## src/rtl/vfpu_sequencer_if.sv

```systemverilog
// Streamer-side bundle of the vector-FPU job sequencer.
// Handshake semantics: every *_req_start_o is a request that the streamer
// takes in the same cycle it is high; the sequencer only raises it while the
// matching *_ready_start_i is already high, so request implies acceptance.
// The result stream transfers one element on each clock where
// res_valid_i & res_ready_i are both high; the sequencer only observes it.
interface vfpu_sequencer_if #(
    parameter int ADDR_WIDTH = 32,
    parameter int LEN_WIDTH  = 16
);
    logic                       clear_o;
    logic [1:0]                 src_req_start_o;
    logic [1:0]                 src_ready_start_i;
    logic [1:0][ADDR_WIDTH-1:0] src_addr_o;
    logic                       sink_req_start_o;
    logic                       sink_ready_start_i;
    logic [ADDR_WIDTH-1:0]      sink_addr_o;
    logic [LEN_WIDTH-1:0]       trans_size_o;
    logic                       res_valid_i;
    logic                       res_ready_i;
    logic                       sink_done_i;

    modport master (
        output clear_o, src_req_start_o, src_addr_o, sink_req_start_o,
               sink_addr_o, trans_size_o,
        input  src_ready_start_i, sink_ready_start_i, res_valid_i,
               res_ready_i, sink_done_i
    );

    modport slave (
        input  clear_o, src_req_start_o, src_addr_o, sink_req_start_o,
               sink_addr_o, trans_size_o,
        output src_ready_start_i, sink_ready_start_i, res_valid_i,
               res_ready_i, sink_done_i
    );
endinterface

```

## src/rtl/vfpu_sequencer.sv

```systemverilog
// Job sequencer for the vector-FPU HWPE: latches a job, clears the streamer,
// starts both load streams and the store stream together, counts accepted
// results, waits for the store stream to drain and signals completion.
module vfpu_sequencer #(
    parameter int N_CORES    = 2,
    parameter int ADDR_WIDTH = 32,
    parameter int LEN_WIDTH  = 16
) (
    input  logic                  clk_i,
    input  logic                  rst_ni,
    input  logic                  start_i,
    input  logic [ADDR_WIDTH-1:0] addr_a_i,
    input  logic [ADDR_WIDTH-1:0] addr_b_i,
    input  logic [ADDR_WIDTH-1:0] addr_c_i,
    input  logic [LEN_WIDTH-1:0]  len_i,
    input  logic [1:0]            op_i,
    output logic [1:0]            op_o,
    output logic                  busy_o,
    output logic                  done_o,
    output logic [N_CORES-1:0]    evt_o,
    output logic [2:0]            state_o,
    vfpu_sequencer_if.master      strm
);

    typedef enum logic [2:0] {
        S_IDLE       = 3'd0,
        S_CLEAR      = 3'd1,
        S_START      = 3'd2,
        S_RUN        = 3'd3,
        S_WAIT_STORE = 3'd4,
        S_DONE       = 3'd5
    } state_e;

    state_e                r_state;
    state_e                w_state_next;
    logic [ADDR_WIDTH-1:0] r_addr_a;
    logic [ADDR_WIDTH-1:0] r_addr_b;
    logic [ADDR_WIDTH-1:0] r_addr_c;
    logic [LEN_WIDTH-1:0]  r_len;
    logic [LEN_WIDTH-1:0]  r_cnt;
    logic [1:0]            r_op;

    logic w_accept;
    logic w_zero_job;
    logic w_ready_all;
    logic w_hs;
    logic w_last;

    // Only an idle sequencer looks at start_i; zero-length jobs skip the streamer.
    assign w_accept    = (r_state == S_IDLE) && start_i && (len_i != '0);
    assign w_zero_job  = (r_state == S_IDLE) && start_i && (len_i == '0);
    assign w_ready_all = (strm.src_ready_start_i == 2'b11) && strm.sink_ready_start_i;
    assign w_hs        = strm.res_valid_i && strm.res_ready_i;
    assign w_last      = w_hs && (r_cnt == r_len - LEN_WIDTH'(1));

    // State register.
    always_ff @(posedge clk_i) begin
        if (!rst_ni) begin
            r_state <= S_IDLE;
        end else begin
            r_state <= w_state_next;
        end
    end

    // Job latch: captured once per accepted start, held until the next one.
    always_ff @(posedge clk_i) begin
        if (!rst_ni) begin
            r_addr_a <= '0;
            r_addr_b <= '0;
            r_addr_c <= '0;
            r_len    <= '0;
            r_op     <= '0;
        end else if (w_accept) begin
            r_addr_a <= addr_a_i;
            r_addr_b <= addr_b_i;
            r_addr_c <= addr_c_i;
            r_len    <= len_i;
            r_op     <= op_i;
        end
    end

    // Result counter: only RUN counts, and RUN is left on the last element so it never wraps.
    always_ff @(posedge clk_i) begin
        if (!rst_ni) begin
            r_cnt <= '0;
        end else if (w_accept) begin
            r_cnt <= '0;
        end else if ((r_state == S_RUN) && w_hs) begin
            r_cnt <= r_cnt + LEN_WIDTH'(1);
        end
    end

    // Next-state logic.
    always_comb begin
        w_state_next = r_state;
        case (r_state)
            S_IDLE: begin
                if (w_accept) begin
                    w_state_next = S_CLEAR;
                end else if (w_zero_job) begin
                    w_state_next = S_DONE;
                end
            end
            S_CLEAR:      w_state_next = S_START;
            S_START:      if (w_ready_all) w_state_next = S_RUN;
            S_RUN:        if (w_last) w_state_next = S_WAIT_STORE;
            S_WAIT_STORE: if (strm.sink_done_i) w_state_next = S_DONE;
            S_DONE:       w_state_next = S_IDLE;
            default:      w_state_next = S_IDLE;
        endcase
    end

    // Outputs: pulses decoded from state, stream requests gated by all three readies.
    always_comb begin
        strm.clear_o          = 1'b0;
        strm.src_req_start_o  = 2'b00;
        strm.sink_req_start_o = 1'b0;
        done_o                = 1'b0;
        evt_o                 = '0;
        busy_o                = (r_state != S_IDLE);
        strm.src_addr_o       = {r_addr_b, r_addr_a};
        strm.sink_addr_o      = r_addr_c;
        strm.trans_size_o     = r_len;
        op_o                  = r_op;
        state_o               = r_state;
        case (r_state)
            S_CLEAR: strm.clear_o = 1'b1;
            S_START: begin
                if (w_ready_all) begin
                    strm.src_req_start_o  = 2'b11;
                    strm.sink_req_start_o = 1'b1;
                end
            end
            S_DONE: begin
                done_o = 1'b1;
                evt_o  = {N_CORES{1'b1}};
            end
            default: ;
        endcase
    end

endmodule
```

## src/flat_wrapper.sv

```systemverilog
// flat-port wrapper written by rule: the top's interface ports become plain ports
module vfpu_sequencer_flat 
#(
    parameter int N_CORES    = 2,
    parameter int ADDR_WIDTH = 32,
    parameter int LEN_WIDTH  = 16
)
  (clk_i, rst_ni, start_i, addr_a_i, addr_b_i, addr_c_i, len_i, op_i, op_o, busy_o, done_o, evt_o, state_o, strm_clear_o, strm_src_req_start_o, strm_src_addr_o, strm_sink_req_start_o, strm_sink_addr_o, strm_trans_size_o, strm_src_ready_start_i, strm_sink_ready_start_i, strm_res_valid_i, strm_res_ready_i, strm_sink_done_i);
  vfpu_sequencer_if #(.ADDR_WIDTH(ADDR_WIDTH), .LEN_WIDTH(LEN_WIDTH)) strm_i ();
  input  logic clk_i;
  input  logic rst_ni;
  input  logic start_i;
  input  logic [ADDR_WIDTH-1:0] addr_a_i;
  input  logic [ADDR_WIDTH-1:0] addr_b_i;
  input  logic [ADDR_WIDTH-1:0] addr_c_i;
  input  logic [LEN_WIDTH-1:0] len_i;
  input  logic [1:0] op_i;
  output logic [1:0] op_o;
  output logic busy_o;
  output logic done_o;
  output logic [N_CORES-1:0] evt_o;
  output logic [2:0] state_o;
  output wire logic [$bits(strm_i.clear_o)-1:0] strm_clear_o;
  output wire logic [$bits(strm_i.src_req_start_o)-1:0] strm_src_req_start_o;
  output wire logic [$bits(strm_i.src_addr_o)-1:0] strm_src_addr_o;
  output wire logic [$bits(strm_i.sink_req_start_o)-1:0] strm_sink_req_start_o;
  output wire logic [$bits(strm_i.sink_addr_o)-1:0] strm_sink_addr_o;
  output wire logic [$bits(strm_i.trans_size_o)-1:0] strm_trans_size_o;
  input wire logic [$bits(strm_i.src_ready_start_i)-1:0] strm_src_ready_start_i;
  input wire logic [$bits(strm_i.sink_ready_start_i)-1:0] strm_sink_ready_start_i;
  input wire logic [$bits(strm_i.res_valid_i)-1:0] strm_res_valid_i;
  input wire logic [$bits(strm_i.res_ready_i)-1:0] strm_res_ready_i;
  input wire logic [$bits(strm_i.sink_done_i)-1:0] strm_sink_done_i;
  assign strm_clear_o = strm_i.clear_o;
  assign strm_src_req_start_o = strm_i.src_req_start_o;
  assign strm_src_addr_o = strm_i.src_addr_o;
  assign strm_sink_req_start_o = strm_i.sink_req_start_o;
  assign strm_sink_addr_o = strm_i.sink_addr_o;
  assign strm_trans_size_o = strm_i.trans_size_o;
  assign strm_i.src_ready_start_i = strm_src_ready_start_i;
  assign strm_i.sink_ready_start_i = strm_sink_ready_start_i;
  assign strm_i.res_valid_i = strm_res_valid_i;
  assign strm_i.res_ready_i = strm_res_ready_i;
  assign strm_i.sink_done_i = strm_sink_done_i;
  vfpu_sequencer #(.N_CORES(N_CORES), .ADDR_WIDTH(ADDR_WIDTH), .LEN_WIDTH(LEN_WIDTH)) u_core (.clk_i(clk_i), .rst_ni(rst_ni), .start_i(start_i), .addr_a_i(addr_a_i), .addr_b_i(addr_b_i), .addr_c_i(addr_c_i), .len_i(len_i), .op_i(op_i), .op_o(op_o), .busy_o(busy_o), .done_o(done_o), .evt_o(evt_o), .state_o(state_o), .strm(strm_i));
endmodule
```

## config.mk

```make
export PLATFORM = sky130hd
export DESIGN_NAME = vfpu_sequencer_flat
export DESIGN_NICKNAME = d
export VERILOG_FILES = /design/src/rtl/vfpu_sequencer_if.sv /design/src/rtl/vfpu_sequencer.sv /design/src/flat_wrapper.sv
export SDC_FILE = /design/constraint.sdc
export NUM_CORES = 1
export LEC_CHECK = 0
export ABC_CLOCK_PERIOD_IN_PS = 7000
export CORE_MARGIN = 3
export CORE_UTILIZATION = 46
export DETAILED_ROUTE_END_ITERATION = 7
export GPL_ROUTABILITY_DRIVEN = 0
export PLACE_DENSITY = 0.95
export SYNTH_ARGS = -nofsm -noshare
export SYNTH_HDL_FRONTEND = slang
export SYNTH_SLANG_ARGS = --single-unit
```

## constraint.sdc

```tcl
create_clock -name clk_i -period 7 [get_ports clk_i]
set_clock_uncertainty 0.05 [all_clocks]
set_input_delay 1.4 -clock clk_i [delete_from_list [all_inputs] [get_ports clk_i]]
set_output_delay 1.4 -clock clk_i [all_outputs]
set_load 0.03 [all_outputs]
```

==> results of run 1 <==
## registers in the layout, summed over array words and instances, names as in the netlist
register                  cells
u_core.r_addr_a              32
u_core.r_addr_b              32
u_core.strm.sink_addr_o      32
u_core.r_cnt                 16
u_core.strm.trans_size_o     16
u_core.state_o                3
u_core.op_o                   2
## cell usage in the layout, fill, tap and decap left out, types with 2 or more instances in the layout
cell	Yosys	final
and4_1	2	2
nand2_1	239	239
inv_1	9	9
clkbuf_1	41	3
ha_1	2	2
nor4_1	9	9
nor3b_1	2	2
xor2_1	15	15
a21boi_0	114	114
xnor2_1	17	17
nor2_1	26	26
a211oi_1	3	3
clkdlybuf4s50_1	0	246
a41oi_1	2	2
and3_1	4	3
o21ai_0	7	7
or3_1	2	2
nand4_1	9	9
buf_4	4	3
dfxtp_1	133	133
mux2_2	3	3
clkinv_2	0	4
a21oi_1	5	5
or4_1	3	3
or4_4	2	2
clkbuf_8	0	6
clkbuf_16	0	17
nand3_1	6	5
nor3_1	8	8
## logic make-up (layout without fill, tap and decap cells)
| group | Yosys count | count (layout) | synth area share (%) |
|---|---|---|---|
| xor gates and xnor gates | 32 | 32 | 4.966 |
| DFF | 133 | 133 | 47.17 |
| adders and majority gates | 2 | 2 | 0.4433 |
| and+or+nand+nor | 316 | 316 | 23.48 |
| muxes | 3 | 3 | 0.5985 |
| AOI/OAI and AO/OA | 145 | 145 | 19.11 |
| buffers and inverters | 59 | 289 | 4.234 |
## per-layer routing
metal  global-route usage, %  vias up
li1                        -     2728
met1                   27.46     2542
met2                   42.40      238
met3                   9.974       33
met4                   9.021        0
met5                       0        -
## critical path: stages
cell             delay (ns)
clkdlybuf4s50_1        0.46
and3_1                 0.17
and3_1                 0.20
clkdlybuf4s50_1        0.69
## area by class of cell
type,count,area [sq um],area share [%]
clock buffers,26,519.2,5.993
well taps,143,178.9,2.065
clock inverters,4,20.02,0.2310
multi-input cells,498,2760,31.86
flip-flops and latches,133,2663,30.73
inverters,9,33.78,0.3899
repair buffers,250,2490,28.74
## power groups by stage
| stage | Combinational (mW) | Clock, mW | Sequential (mW) |
|---|---|---|---|
| after floorplan | 0.285 | 0 | 1.07 |
| after global placement | 0.737 | 0 | 0.914 |
| after detailed placement | 0.749 | 0 | 0.919 |
| after CTS | 0.755 | 0.820 | 0.904 |
| after global routing | 0.808 | 0.853 | 0.915 |
| final | 0.753 | 0.808 | 0.905 |
## how the worst max path moves through the flow
stage | from | end | slack (ns) | depth (start not counted)
3_5_place_dp | strm_src_ready_start_i[0] | strm_sink_req_start_o | 2.62 | 4
3_3_place_gp | strm_sink_ready_start_i | strm_sink_req_start_o | 2.66 | 4
6_report | strm_src_ready_start_i[0] | strm_sink_req_start_o | 2.62 | 4
5_1_grt | strm_src_ready_start_i[0] | strm_sink_req_start_o | 2.57 | 4
4_1_cts | strm_src_ready_start_i[0] | strm_sink_req_start_o | 2.61 | 4
2_1_floorplan | strm_sink_ready_start_i | strm_src_req_start_o[0] | 3.41 | 3
## Yosys cell counts, types with 3 or more instances
library cell and instances:
xnor2_1 17, a21oi_1 5, and3_1 4, buf_4 4
mux2_2 3, or4_1 3, nand4_1 9, a21boi_0 114
nor2_1 26, nand2_1 239, clkbuf_1 41, xor2_1 15
buf_1 3, nor4_1 9, nand3_1 6, inv_1 9
nor3_1 8, o21ai_0 7, dfxtp_1 133, a211oi_1 3
## through the flow
| step | cell area [sq um] | instances |
|---|---|---|
| after detailed placement | 8125 | 1033 |
| final | 8665 | 1063 |
| after global routing | 8665 | 1063 |
| after floorplan | 5644 | 690 |
| after CTS | 8665 | 1063 |
| after global placement | 8125 | 1033 |
==> impl_metrics.ini, run 1 <==
[synthesis]
syn_nets = 815
synth_top_area_share_pct = 47.17
syn_area_sq_um = 5644
synth-seq-cells = 133
ys_async_sr_fraction_pct = 0
yosys.area.top_type = dfxtp_1
ys_seq_area_share_pct = 47.17
synth_cell_type_count = 45
syn-instance-count = 690
ys_warn_count = 0
synth_edf_count = 0
syn_avg_cell_area_sq_um = 8.180
synth_area_leaders = dfxtp_1 (47%), nand2_1 (16%), a21boi_0 (15%)
ys.flop_type = dfxtp_1

[setup_path]
arrival_ns = 2.93
criticalPathCategory = input port to output pin
critPathCaptureType = output pin
cp.required_ns = 5.55
r2r_slack_ns = 4.13
r2r_start = u_core.state_o[0]$_SDFFE_PN0P_
critPathMaxFanout = 3
r2r-end = u_core.r_addr_b[25]$_SDFFE_PN0P_
start_kind = input port
r2r_cells = 5

[detailed_routing]
met3_length_um = 1700
routedWlPerCell_um = 16.07
drt-pass1-iter-count = 6
drtIter0Drc = 373
drtAntennaViolNets = 0
num_vias = 5541
drc = 0
wirelength_um = 17090
dr.max_layer_used = met4
wl_met2_um = 8505
wl_met1_um = 6552
post_drt_via_cell_ratio = 5.213

[worst_hold_path]
min_from = u_core.strm.sink_addr_o[13]$_SDFFE_PN0P_
holdCritPathClass = register to register
whs_path_depth = 2
min_to = u_core.strm.sink_addr_o[13]$_SDFFE_PN0P_

[timing]
relSlewSlack_pct = 46.39
tightest_slew_ns = 0.8041
rsz0062_at_grt = false
hold_viol_final = 0
whs_ns = 0.4098
period_share_pct = 62.50
fin_crit_ns = 4.375
drv_slew = 0
setup_viol_count_final = 0
setup_tns_ns = 0
layout_setup_ws_ns = 2.625
fmax_mhz = 228.6

[clocking]
path_clk_slew_ns = 0.05
numCtsBuffers = 17
cts_root_buffer = clkbuf_16
htree_levels = 4
clk_latency_ns = 0.41
holdBufCountCts = 0
post-cts-setup-buffers = 0
cts_tree = done
cts_buffer_depth = 2
cts_sinks = 133
cts_resized = 0

[power]
clkPwrFrac_pct = 32.8
p_switching_mw = 0.8110
p_total_mw = 2.465
comb_power_share_pct = 30.5
p_leak_nw = 3.133
p_seq_share_pct = 36.7
powerDensity_nw_per_um2 = 284.5
ir_drop_v = 0.0001901
p_int_mw = 1.654
switching_share_pct = 32.90

[layout]
final_nets = 1034
area_delta_synth_final_pct = 53.51
drive_above_1_share_pct = 4.565
diodes = 0
final_util_pct = 73.99
n_fill_cell = 821

[global_route]
antenna_found_initial = 0
grt_usage_pct = 24.64
grt_max_degree = 78
grt_overflow_total = 0
grt_first_pass_wirelength_um = 26180
grt_pass1_vias = 5383

[placement]
dp_hpwl_um = 11960
portBuffers = 247
dp_slack_ns = 2.616

[run_status]
status = completed

[floorplan]
io_pins = 248
die_w_um = 116.8
fp.dieH_um = 116.8
core_sq_um = 11710
die_area_sq_um = 13640
std_cell_rows = 39
initial_core_util_pct = 48.19

[run]
max-cap-violations = 0
Power figures use the tool's default switching activity.
==> run 2: changes to the inputs <==
- ABC_CLOCK_PERIOD_IN_PS: 7000 -> 3600
- CORE_UTILIZATION: 46 -> 38
- PLACE_DENSITY: 0.95 -> 0.88
- clock period: 7 -> 3.6 ns (I/O delays scaled with it)
==> run 2 against run 1 <==
Against the previous run: register-to-register slack got worse by 3.3 ns; sequential power increased by 94%; clock power increased by 130%; first-iteration DRC count decreased by 34%; sequential share of layout area decreased by 0.68 points; utilization decreased by 12 points; critical path depth decreased by 1; combinational power increased by 97%; wire length decreased by 0.83%; worst setup slack got worse by 2.0 ns.
==> impl_metrics.ini, run 2 (same netlist as run 1, synthesis figures left out) <==
[run_status]
status = completed

[layout]
area_delta_synth_final_pct = 56.99
drive_above_1_share_pct = 4.984
final_common_cell = clkdlybuf4s50_1
stdcell_count = 1103
final_nets = 1036
layout_common_cells = clkdlybuf4s50_1 (246), nand2_1 (239), dfxtp_1 (133)
diodes = 0
seqCellArea_sq_um = 2663
multi_input_area_sq_um = 2760
n_fill_cell = 1168

[floorplan]
std_cell_rows = 43
initial_core_util_pct = 39.74
core_sq_um = 14200
io_pins = 248
die_w_um = 127.9
die_area_sq_um = 16350
fp.dieH_um = 127.9

[global_route]
grt_max_degree = 118
grt_usage_pct = 20.86
grt_pass1_vias = 5506
grt_first_pass_wirelength_um = 27410
grt_overflow_total = 0
antenna_found_initial = 0

[clocking]
htree_levels = 4
path_clk_slew_ns = 0.05
numCtsBuffers = 17
cts_buffer_depth = 2
clk_latency_ns = 0.40
cts_root_buffer = clkbuf_16
cts_resized = 0
cts_tree = done
holdBufCountCts = 0
cts_sinks = 133
post-cts-setup-buffers = 0

[setup_path]
crit_path_top_delay_cell = nor3_1
crit_buf_inv = 2
path_cells = nor3_1, inv_1, clkdlybuf4s50_1
r2r_slack_ns = 0.83
start_kind = register
critPathTopFamily = simple AND/OR/NAND/NOR gates
r2r_cells = 8
critPathCaptureType = output pin
cpPeakStageDelay_ns = 0.73
crit_cells = 3
critPathMaxFanout = 11
cp.required_ns = 2.83
criticalPathCategory = register to output pin
arrival_ns = 2.23

[timing]
setup_tns_ns = 0
fin_crit_ns = 3.004
relSlewSlack_pct = 43.06
period_share_pct = 83.44
rsz0062_at_grt = false
fmax_mhz = 332.9
drv_slew = 0
layout_setup_ws_ns = 0.5961
hold_viol_final = 0
tightest_slew_ns = 0.8476
setup_viol_count_final = 0

[detailed_routing]
num_vias = 5527
wirelength_um = 16950
drtIter0Drc = 245
drc = 0
post_drt_via_cell_ratio = 5.011
drt-pass1-iter-count = 5
routedWlPerCell_um = 15.36
drtAntennaViolNets = 0

[power]
p_leak_nw = 3.192
ir_drop_v = 0.0004197
powerDensity_nw_per_um2 = 572.5

[placement]
dp_slack_ns = 0.5743
dp_hpwl_um = 11760
dp.cells = 1072
portBuffers = 247

[worst_hold_path]
holdCritPathClass = register to register
whs_path_depth = 2

[run]
max-cap-violations = 0
run 2: final timing paths:
path | start | to
setup / recovery | u_core.state_o[0]$_SDFFE_PN0P_ | busy_o
hold reg to reg | u_core.r_addr_b[6]$_SDFFE_PN0P_ | u_core.r_addr_b[6]$_SDFFE_PN0P_
hold / removal | u_core.r_addr_b[6]$_SDFFE_PN0P_ | u_core.r_addr_b[6]$_SDFFE_PN0P_
setup reg to reg | u_core.strm.trans_size_o[0]$_SDFFE_PN0P_ | u_core.state_o[2]$_SDFFE_PN0P_
run 2: power by group:
part	internal, mW	total [mW]	switching [mW]	leakage [nW]
Combinational	0.629	1.48	0.853	1.80
Sequential	1.63	1.76	0.125	1.09
Clock	1.21	1.83	0.624	0.302
run 2: stage by stage:
stage	instance area [sq um]	power (mW)	hold WS (ns)	utilization (%)
after floorplan	5644	2.624	0.4484	-
after global placement	8237	3.248	0.3987	57.99
after detailed placement	8237	3.270	0.4051	57.99
after CTS	8861	5.122	0.4130	62.39
after global routing	8861	5.305	0.4276	62.39
final	8861	5.073	0.4086	62.39
run 2: layout make-up:
cell class	instances	area share, %
clock buffer	22	5.352
inverter	9	0.3812
clock inverter	9	1.694
sequential	133	30.05
multi-input combinational	498	31.15
tap	180	2.542
timing repair buffer	252	28.83
run 2: worst min-delay path: cells and delay by family, from the launching register on:
family	cells	cell delay (ns)
AO/OA/AOI/OAI	1	0.06
AND/OR/NAND/NOR	1	0.05
flip-flops	1	0.30
run 2: metal layers:
metal,wire [um],track usage (%),up-vias
met4,437,8.677,0
met5,0,0,-
met2,8163,34.90,229
met1,6462,22.44,2537
li1,-,-,2730
met3,1882,10.25,31
